--- config.mk ---
export PLATFORM = sky130hd
export DESIGN_NAME = regfile_write_ctrl_flat
export DESIGN_NICKNAME = d
export VERILOG_FILES = /design/src/rtl/regfile_ctrl_pkg.sv /design/src/rtl/regfile_write_ctrl_if.sv /design/src/rtl/rr_arbiter2.sv /design/src/rtl/regfile_write_ctrl.sv /design/src/flat_wrapper.sv
export SDC_FILE = /design/constraint.sdc
export NUM_CORES = 1
export LEC_CHECK = 0
export CORE_AREA = 2 2 49 51
export CTS_CLUSTER_DIAMETER = 150
export CTS_CLUSTER_SIZE = 28
export DETAILED_ROUTE_END_ITERATION = 10
export DIE_AREA = 0 0 51 53
export HOLD_SLACK_MARGIN = 0.12
export PLACE_DENSITY = 0.84
export SLEW_MARGIN = 20
export SYNTH_ARGS = -nofsm -noshare
export SYNTH_HDL_FRONTEND = slang
export SYNTH_SLANG_ARGS = --single-unit
--- constraint.sdc ---
create_clock -name clk_i -period 2.32 [get_ports clk_i]
set_input_delay 0.348 -clock clk_i [delete_from_list [all_inputs] [get_ports clk_i]]
set_output_delay 0.348 -clock clk_i [all_outputs]
set_load 0.01 [all_outputs]
--- src/rtl/regfile_ctrl_pkg.sv ---
// Shared types and defaults for the register-file write-port controller.
package regfile_ctrl_pkg;

  localparam int unsigned DefaultDataW   = 8;
  localparam int unsigned DefaultAddrW   = 3;
  localparam int unsigned DefaultNumRegs = 8;

  typedef enum logic {
    StClear = 1'b0,
    StRun   = 1'b1
  } state_e;

  typedef enum logic {
    GrantA = 1'b0,
    GrantB = 1'b1
  } grant_e;

endpackage

--- src/rtl/regfile_write_ctrl_if.sv ---
// Requester handshakes plus the register-file write port driven by the controller.
interface regfile_write_ctrl_if #(
  parameter int unsigned DATA_W = 8,
  parameter int unsigned ADDR_W = 3
);

  logic              a_valid;
  logic [ADDR_W-1:0] a_addr;
  logic [DATA_W-1:0] a_data;
  logic              a_ready;

  logic              b_valid;
  logic [ADDR_W-1:0] b_addr;
  logic [DATA_W-1:0] b_data;
  logic              b_ready;

  logic              rf_reg_write;
  logic [ADDR_W-1:0] rf_write_addr;
  logic [DATA_W-1:0] rf_write_data;

  // Requester/environment side.
  modport master (
    output a_valid, a_addr, a_data, b_valid, b_addr, b_data,
    input  a_ready, b_ready, rf_reg_write, rf_write_addr, rf_write_data
  );

  // Controller side.
  modport slave (
    input  a_valid, a_addr, a_data, b_valid, b_addr, b_data,
    output a_ready, b_ready, rf_reg_write, rf_write_addr, rf_write_data
  );

endinterface

--- src/rtl/rr_arbiter2.sv ---
// Two-input round-robin arbiter; last winner loses the next tie.
module rr_arbiter2
  import regfile_ctrl_pkg::*;
(
  input  logic clk_i,
  input  logic rst_ni,
  input  logic en_i,
  input  logic req_a_i,
  input  logic req_b_i,
  input  logic xfer_i,
  output logic gnt_a_o,
  output logic gnt_b_o
);

  grant_e last_q, last_d;

  // Combinational grant: a lone requester wins, a tie goes to whoever did not win last.
  always_comb begin
    gnt_a_o = en_i & req_a_i & (~req_b_i | (last_q == GrantB));
    gnt_b_o = en_i & req_b_i & (~req_a_i | (last_q == GrantA));
  end

  // Remember the winner only when a transfer actually happens.
  always_comb begin
    last_d = last_q;
    if (xfer_i) begin
      last_d = gnt_a_o ? GrantA : GrantB;
    end
  end

  // Last-grant register; B after reset so A wins the first tie.
  always_ff @(posedge clk_i) begin
    if (!rst_ni) begin
      last_q <= GrantB;
    end else begin
      last_q <= last_d;
    end
  end

endmodule

--- src/rtl/regfile_write_ctrl.sv ---
// Register-file write-port controller: clear sweep after reset / on request,
// then round-robin sharing of the write port between requesters A and B.
module regfile_write_ctrl
  import regfile_ctrl_pkg::*;
#(
  parameter int unsigned DATA_W   = DefaultDataW,
  parameter int unsigned ADDR_W   = DefaultAddrW,
  parameter int unsigned NUM_REGS = DefaultNumRegs
) (
  input  logic                 clk_i,
  input  logic                 rst_ni,
  input  logic                 clear_req_i,
  output logic                 init_done_o,
  regfile_write_ctrl_if.slave  bus
);

  localparam logic [ADDR_W-1:0] LastAddr = ADDR_W'(NUM_REGS - 1);

  state_e            state_q, state_d;
  logic [ADDR_W-1:0] cnt_q, cnt_d;
  logic              we_q, we_d;
  logic [ADDR_W-1:0] addr_q, addr_d;
  logic [DATA_W-1:0] data_q, data_d;
  logic              arb_en, gnt_a, gnt_b, xfer;

  // Requesters are only served in RUN, never while a clear is requested or reset is held.
  assign arb_en = rst_ni & (state_q == StRun) & ~clear_req_i;
  assign xfer   = gnt_a | gnt_b;

  rr_arbiter2 u_arb (
    .clk_i   (clk_i),
    .rst_ni  (rst_ni),
    .en_i    (arb_en),
    .req_a_i (bus.a_valid),
    .req_b_i (bus.b_valid),
    .xfer_i  (xfer),
    .gnt_a_o (gnt_a),
    .gnt_b_o (gnt_b)
  );

  assign bus.a_ready = gnt_a;
  assign bus.b_ready = gnt_b;

  // State and sweep-counter register.
  always_ff @(posedge clk_i) begin
    if (!rst_ni) begin
      state_q <= StClear;
      cnt_q   <= '0;
    end else begin
      state_q <= state_d;
      cnt_q   <= cnt_d;
    end
  end

  // Next-state: sweep through all registers, then run until a clear is requested.
  always_comb begin
    state_d = state_q;
    cnt_d   = cnt_q;
    case (state_q)
      StClear: begin
        cnt_d = cnt_q + ADDR_W'(1);
        if (cnt_q == LastAddr) begin
          state_d = StRun;
          cnt_d   = '0;
        end
      end
      StRun: begin
        // The request edge itself writes addr 0, so the sweep resumes at 1.
        if (clear_req_i) begin
          state_d = StClear;
          cnt_d   = ADDR_W'(1);
        end
      end
      default: begin
        state_d = StClear;
        cnt_d   = '0;
      end
    endcase
  end

  // Output next-values: clear writes, accepted transfers, or idle with addr/data held.
  always_comb begin
    we_d   = 1'b0;
    addr_d = addr_q;
    data_d = data_q;
    if (state_q == StClear) begin
      we_d   = 1'b1;
      addr_d = cnt_q;
      data_d = '0;
    end else if (clear_req_i) begin
      we_d   = 1'b1;
      addr_d = '0;
      data_d = '0;
    end else if (gnt_a) begin
      we_d   = 1'b1;
      addr_d = bus.a_addr;
      data_d = bus.a_data;
    end else if (gnt_b) begin
      we_d   = 1'b1;
      addr_d = bus.b_addr;
      data_d = bus.b_data;
    end
  end

  // Registered write port.
  always_ff @(posedge clk_i) begin
    if (!rst_ni) begin
      we_q   <= 1'b0;
      addr_q <= '0;
      data_q <= '0;
    end else begin
      we_q   <= we_d;
      addr_q <= addr_d;
      data_q <= data_d;
    end
  end

  assign bus.rf_reg_write  = we_q;
  assign bus.rf_write_addr = addr_q;
  assign bus.rf_write_data = data_q;
  assign init_done_o       = (state_q == StRun);

endmodule

--- src/flat_wrapper.sv ---
// flat-port wrapper written by rule: the top's interface ports become plain ports
module regfile_write_ctrl_flat import regfile_ctrl_pkg::*;
#(
  parameter int unsigned DATA_W   = DefaultDataW,
  parameter int unsigned ADDR_W   = DefaultAddrW,
  parameter int unsigned NUM_REGS = DefaultNumRegs
)
  (clk_i, rst_ni, clear_req_i, init_done_o, bus_a_valid, bus_a_addr, bus_a_data, bus_b_valid, bus_b_addr, bus_b_data, bus_a_ready, bus_b_ready, bus_rf_reg_write, bus_rf_write_addr, bus_rf_write_data);
  regfile_write_ctrl_if #(.DATA_W(DATA_W), .ADDR_W(ADDR_W)) bus_i ();
  input  logic clk_i;
  input  logic rst_ni;
  input  logic clear_req_i;
  output logic init_done_o;
  input wire logic [$bits(bus_i.a_valid)-1:0] bus_a_valid;
  input wire logic [$bits(bus_i.a_addr)-1:0] bus_a_addr;
  input wire logic [$bits(bus_i.a_data)-1:0] bus_a_data;
  input wire logic [$bits(bus_i.b_valid)-1:0] bus_b_valid;
  input wire logic [$bits(bus_i.b_addr)-1:0] bus_b_addr;
  input wire logic [$bits(bus_i.b_data)-1:0] bus_b_data;
  output wire logic [$bits(bus_i.a_ready)-1:0] bus_a_ready;
  output wire logic [$bits(bus_i.b_ready)-1:0] bus_b_ready;
  output wire logic [$bits(bus_i.rf_reg_write)-1:0] bus_rf_reg_write;
  output wire logic [$bits(bus_i.rf_write_addr)-1:0] bus_rf_write_addr;
  output wire logic [$bits(bus_i.rf_write_data)-1:0] bus_rf_write_data;
  assign bus_i.a_valid = bus_a_valid;
  assign bus_i.a_addr = bus_a_addr;
  assign bus_i.a_data = bus_a_data;
  assign bus_i.b_valid = bus_b_valid;
  assign bus_i.b_addr = bus_b_addr;
  assign bus_i.b_data = bus_b_data;
  assign bus_a_ready = bus_i.a_ready;
  assign bus_b_ready = bus_i.b_ready;
  assign bus_rf_reg_write = bus_i.rf_reg_write;
  assign bus_rf_write_addr = bus_i.rf_write_addr;
  assign bus_rf_write_data = bus_i.rf_write_data;
  regfile_write_ctrl #(.DATA_W(DATA_W), .ADDR_W(ADDR_W), .NUM_REGS(NUM_REGS)) u_core (.clk_i(clk_i), .rst_ni(rst_ni), .clear_req_i(clear_req_i), .init_done_o(init_done_o), .bus(bus_i));
endmodule
==> impl_metrics.ini <==
[worst_setup_path]
slowest_stage = dfxtp_1
path_cells = nor2b_2 > nand4_4 > clkinv_2 > clkdlybuf4s50_1
reg2reg_slack_ps = 610
critPathMaxFanout = 13
cp-start-kind = flip-flop
cp.required_ps = 1970
slowest_delay_ps = 530
arrival_ps = 1830
critical_path.endpoint_type = output pin
crit_family = buffers and inverters
critPathKind = reg2out
crit_buf_inv = 2

[final_layout]
fin_area_mm2 = 0.00130
layout_commonest_cell = clkdlybuf4s50_1
nNetsFinal = 168
diodes = 0
most-common-layout-cells = 41 x clkdlybuf4s50_1, 17 x dfxtp_1, 10 x nand2_1
area_growth_pct = 53.0
layout-drive-gt1-share_pct = 9.42

[clock_tree]
path_clk_slew_ps = 100
worstSkewPairLatency_ps = 290
cts_tree = yes
cts.htree.levels = 1
ctsRootBufferMaster = clkbuf_4
cts.sinks = 17
cts_buffers = 3
cts_resized = 0
cts_hold_buf = 0
cts_setup_buffers = 0
clockBufferDepth = 2

[die]
core-area_mm2 = 0.00215
num_io_pins = 42
initial_core_util_pct = 39.7
die_w_um = 51
die-area_mm2 = 0.00270
die_y_um = 53
rows = 17

[grt]
grt_pass1_vias = 810
grt_max_degree = 15
antenna_found_initial = 0
overflow = 0
grt_first_pass_wirelength_um = 3300
track_usage_pct = 16.3

[logic_synthesis]
syn_nets = 124
synthCells = 95
syn_avg_cell_area_um2 = 8.97
yosysWarnings = 0
synth_seq_cells = 17
syn_area_um2 = 852
yosysSeqAreaShare_pct = 39.9
synth.distinct_cells = 30

[detailed_routing]
drc = 0
dr.pass1.iters = 4
drtAntennaViolNets = 0
dr_total_vias = 837
viasPerCell = 5.04
wirelength_um = 2100
drtIter0Drc = 12
avgRoutedWirePerCell_um = 12.7

[timing]
rsz0062_at_grt = false
finalSetupViolations = 0
setup-tns-final_ps = 0
skew_ps = 1.45
fin_crit_ps = 2170
max-slew-margin-rel_pct = 66.0
worst_pin_slew_ps = 510
period_share_pct = 93.7
fmax_mhz = 460
hold_viol = 0
finalMaxSlewViolations = 0

[power_and_ir_drop]
vdd_drop_max_mv = 0.421
p_leak_nw = 0.503
p_per_area_mw_per_mm2 = 427

[status]
status = finished, final reports clean

[placed_design]
dpl-instance-area_mm2 = 0.00128
place_congestion = 0.846
dp_hpwl_um = 1680
portBuffers = 41

[job]
drv_cap = 0

[hold_path]
hold_path_class = reg2reg
## cells in the mapped netlist
cell,count,area [um^2]
buf_2,1,5.00
dfxtp_1,17,340
nor2_2,1,6.26
and2_1,3,18.8
nand2_1,10,37.5
inv_1,2,7.51
nor2b_1,1,6.26
a21oi_1,1,5.00
a41oi_1,3,26.3
ha_1,2,25.0
clkbuf_1,2,7.51
a21boi_0,1,7.51
nand4_4,1,21.3
mux2i_1,7,70.1
buf_12,1,20.0
buf_4,1,7.51
or3_1,1,6.26
o21a_1,1,7.51
clkinv_2,1,5.00
a31o_2,1,8.76
nor2b_2,1,8.76
nand2b_1,4,25.0
o22ai_1,2,12.5
a31oi_1,1,6.26
o21ai_0,6,30.0
nand3_1,5,25.0
nor2_1,9,33.8
buf_6,1,11.3
a211oi_1,7,52.6
nand3b_1,1,7.51
## layer usage
layer / vias up / part of all wire, % / track usage (%) / wire length [um]
met2: 22 / 51 / 29.2 / 1070
met4: 0 / 2.0 / 8.11 / 43
met5: - / 0 / 0 / 0
met3: 6 / 4.0 / 3.95 / 85
li1: 428 / - / - / -
met1: 381 / 43 / 17.9 / 905
## layout make-up
type | count | area (um^2)
Fill cell | 198 | 845
Multi-Input combinational cell | 69 | 448
Timing Repair Buffer | 45 | 440
Sequential cell | 17 | 340
Tap cell | 28 | 35.0
Clock buffer | 3 | 22.5
Inverter | 3 | 12.5
Clock inverter | 1 | 5.00
## stage by stage
stage / std cells / total power [W] / utilization (%) / worst slack (ps) / hold slack [ps]
floorplan: 95 / 0.000342 / - / 946 / 506
global placement: 162 / 0.000403 / 59.4 / 203 / 478
detailed placement: 162 / 0.000406 / 59.4 / 167 / 494
CTS: 166 / 0.000563 / 60.7 / 122 / 509
global route: 166 / 0.000589 / 60.7 / 42.5 / 534
finish: 166 / 0.000557 / 60.7 / 145 / 503
## logic make-up after synthesis
family                   after synthesis  synth area share (%)
flip-flops                            17                  39.9
buffers and inverters                  9                  7.49
AND/OR/NAND/NOR                       37                  23.1
AO/OA/AOI/OAI                         23                  18.4
multiplexers                           7                  8.22
adder cells (fa/ha/maj)                2                  2.94
## report_power, final
group	leakage [nW]	internal, W	switching (W)
clock network	0.0177	0.0000642	0.0000937
registers	0.138	0.000301	0.00000613
logic	0.347	0.0000622	0.0000298
## sequential cells by signal, indices dropped and copies added, names as in the netlist
register	cells
u_core.bus.rf_reg_write	1
u_core.bus.rf_write_addr	3
u_core.bus.rf_write_data	8
u_core.init_done_o	1
u_core.cnt_q	3
u_core.u_arb.last_q	1
## final timing paths
check	depth (start not counted)	to	start
setup / recovery	4	bus_a_ready	u_core.init_done_o$_SDFF_PN0_
hold / removal	2	u_core.bus.rf_write_data[0]$_SDFFE_PP0P_	u_core.bus.rf_write_data[0]$_SDFFE_PP0P_
setup reg to reg	5	u_core.bus.rf_write_data[4]$_SDFFE_PP0P_	u_core.init_done_o$_SDFF_PN0_
hold reg to reg	2	u_core.bus.rf_write_data[0]$_SDFFE_PP0P_	u_core.bus.rf_write_data[0]$_SDFFE_PP0P_
## worst reg2reg max path: cells and delay by family (launching register included)
family,cells,cell delay [ps]
simple gates,3,660
buf+inv,1,200
flops,1,530
compound gates,1,240
No activity file was read; power rests on OpenSTA's default activity.
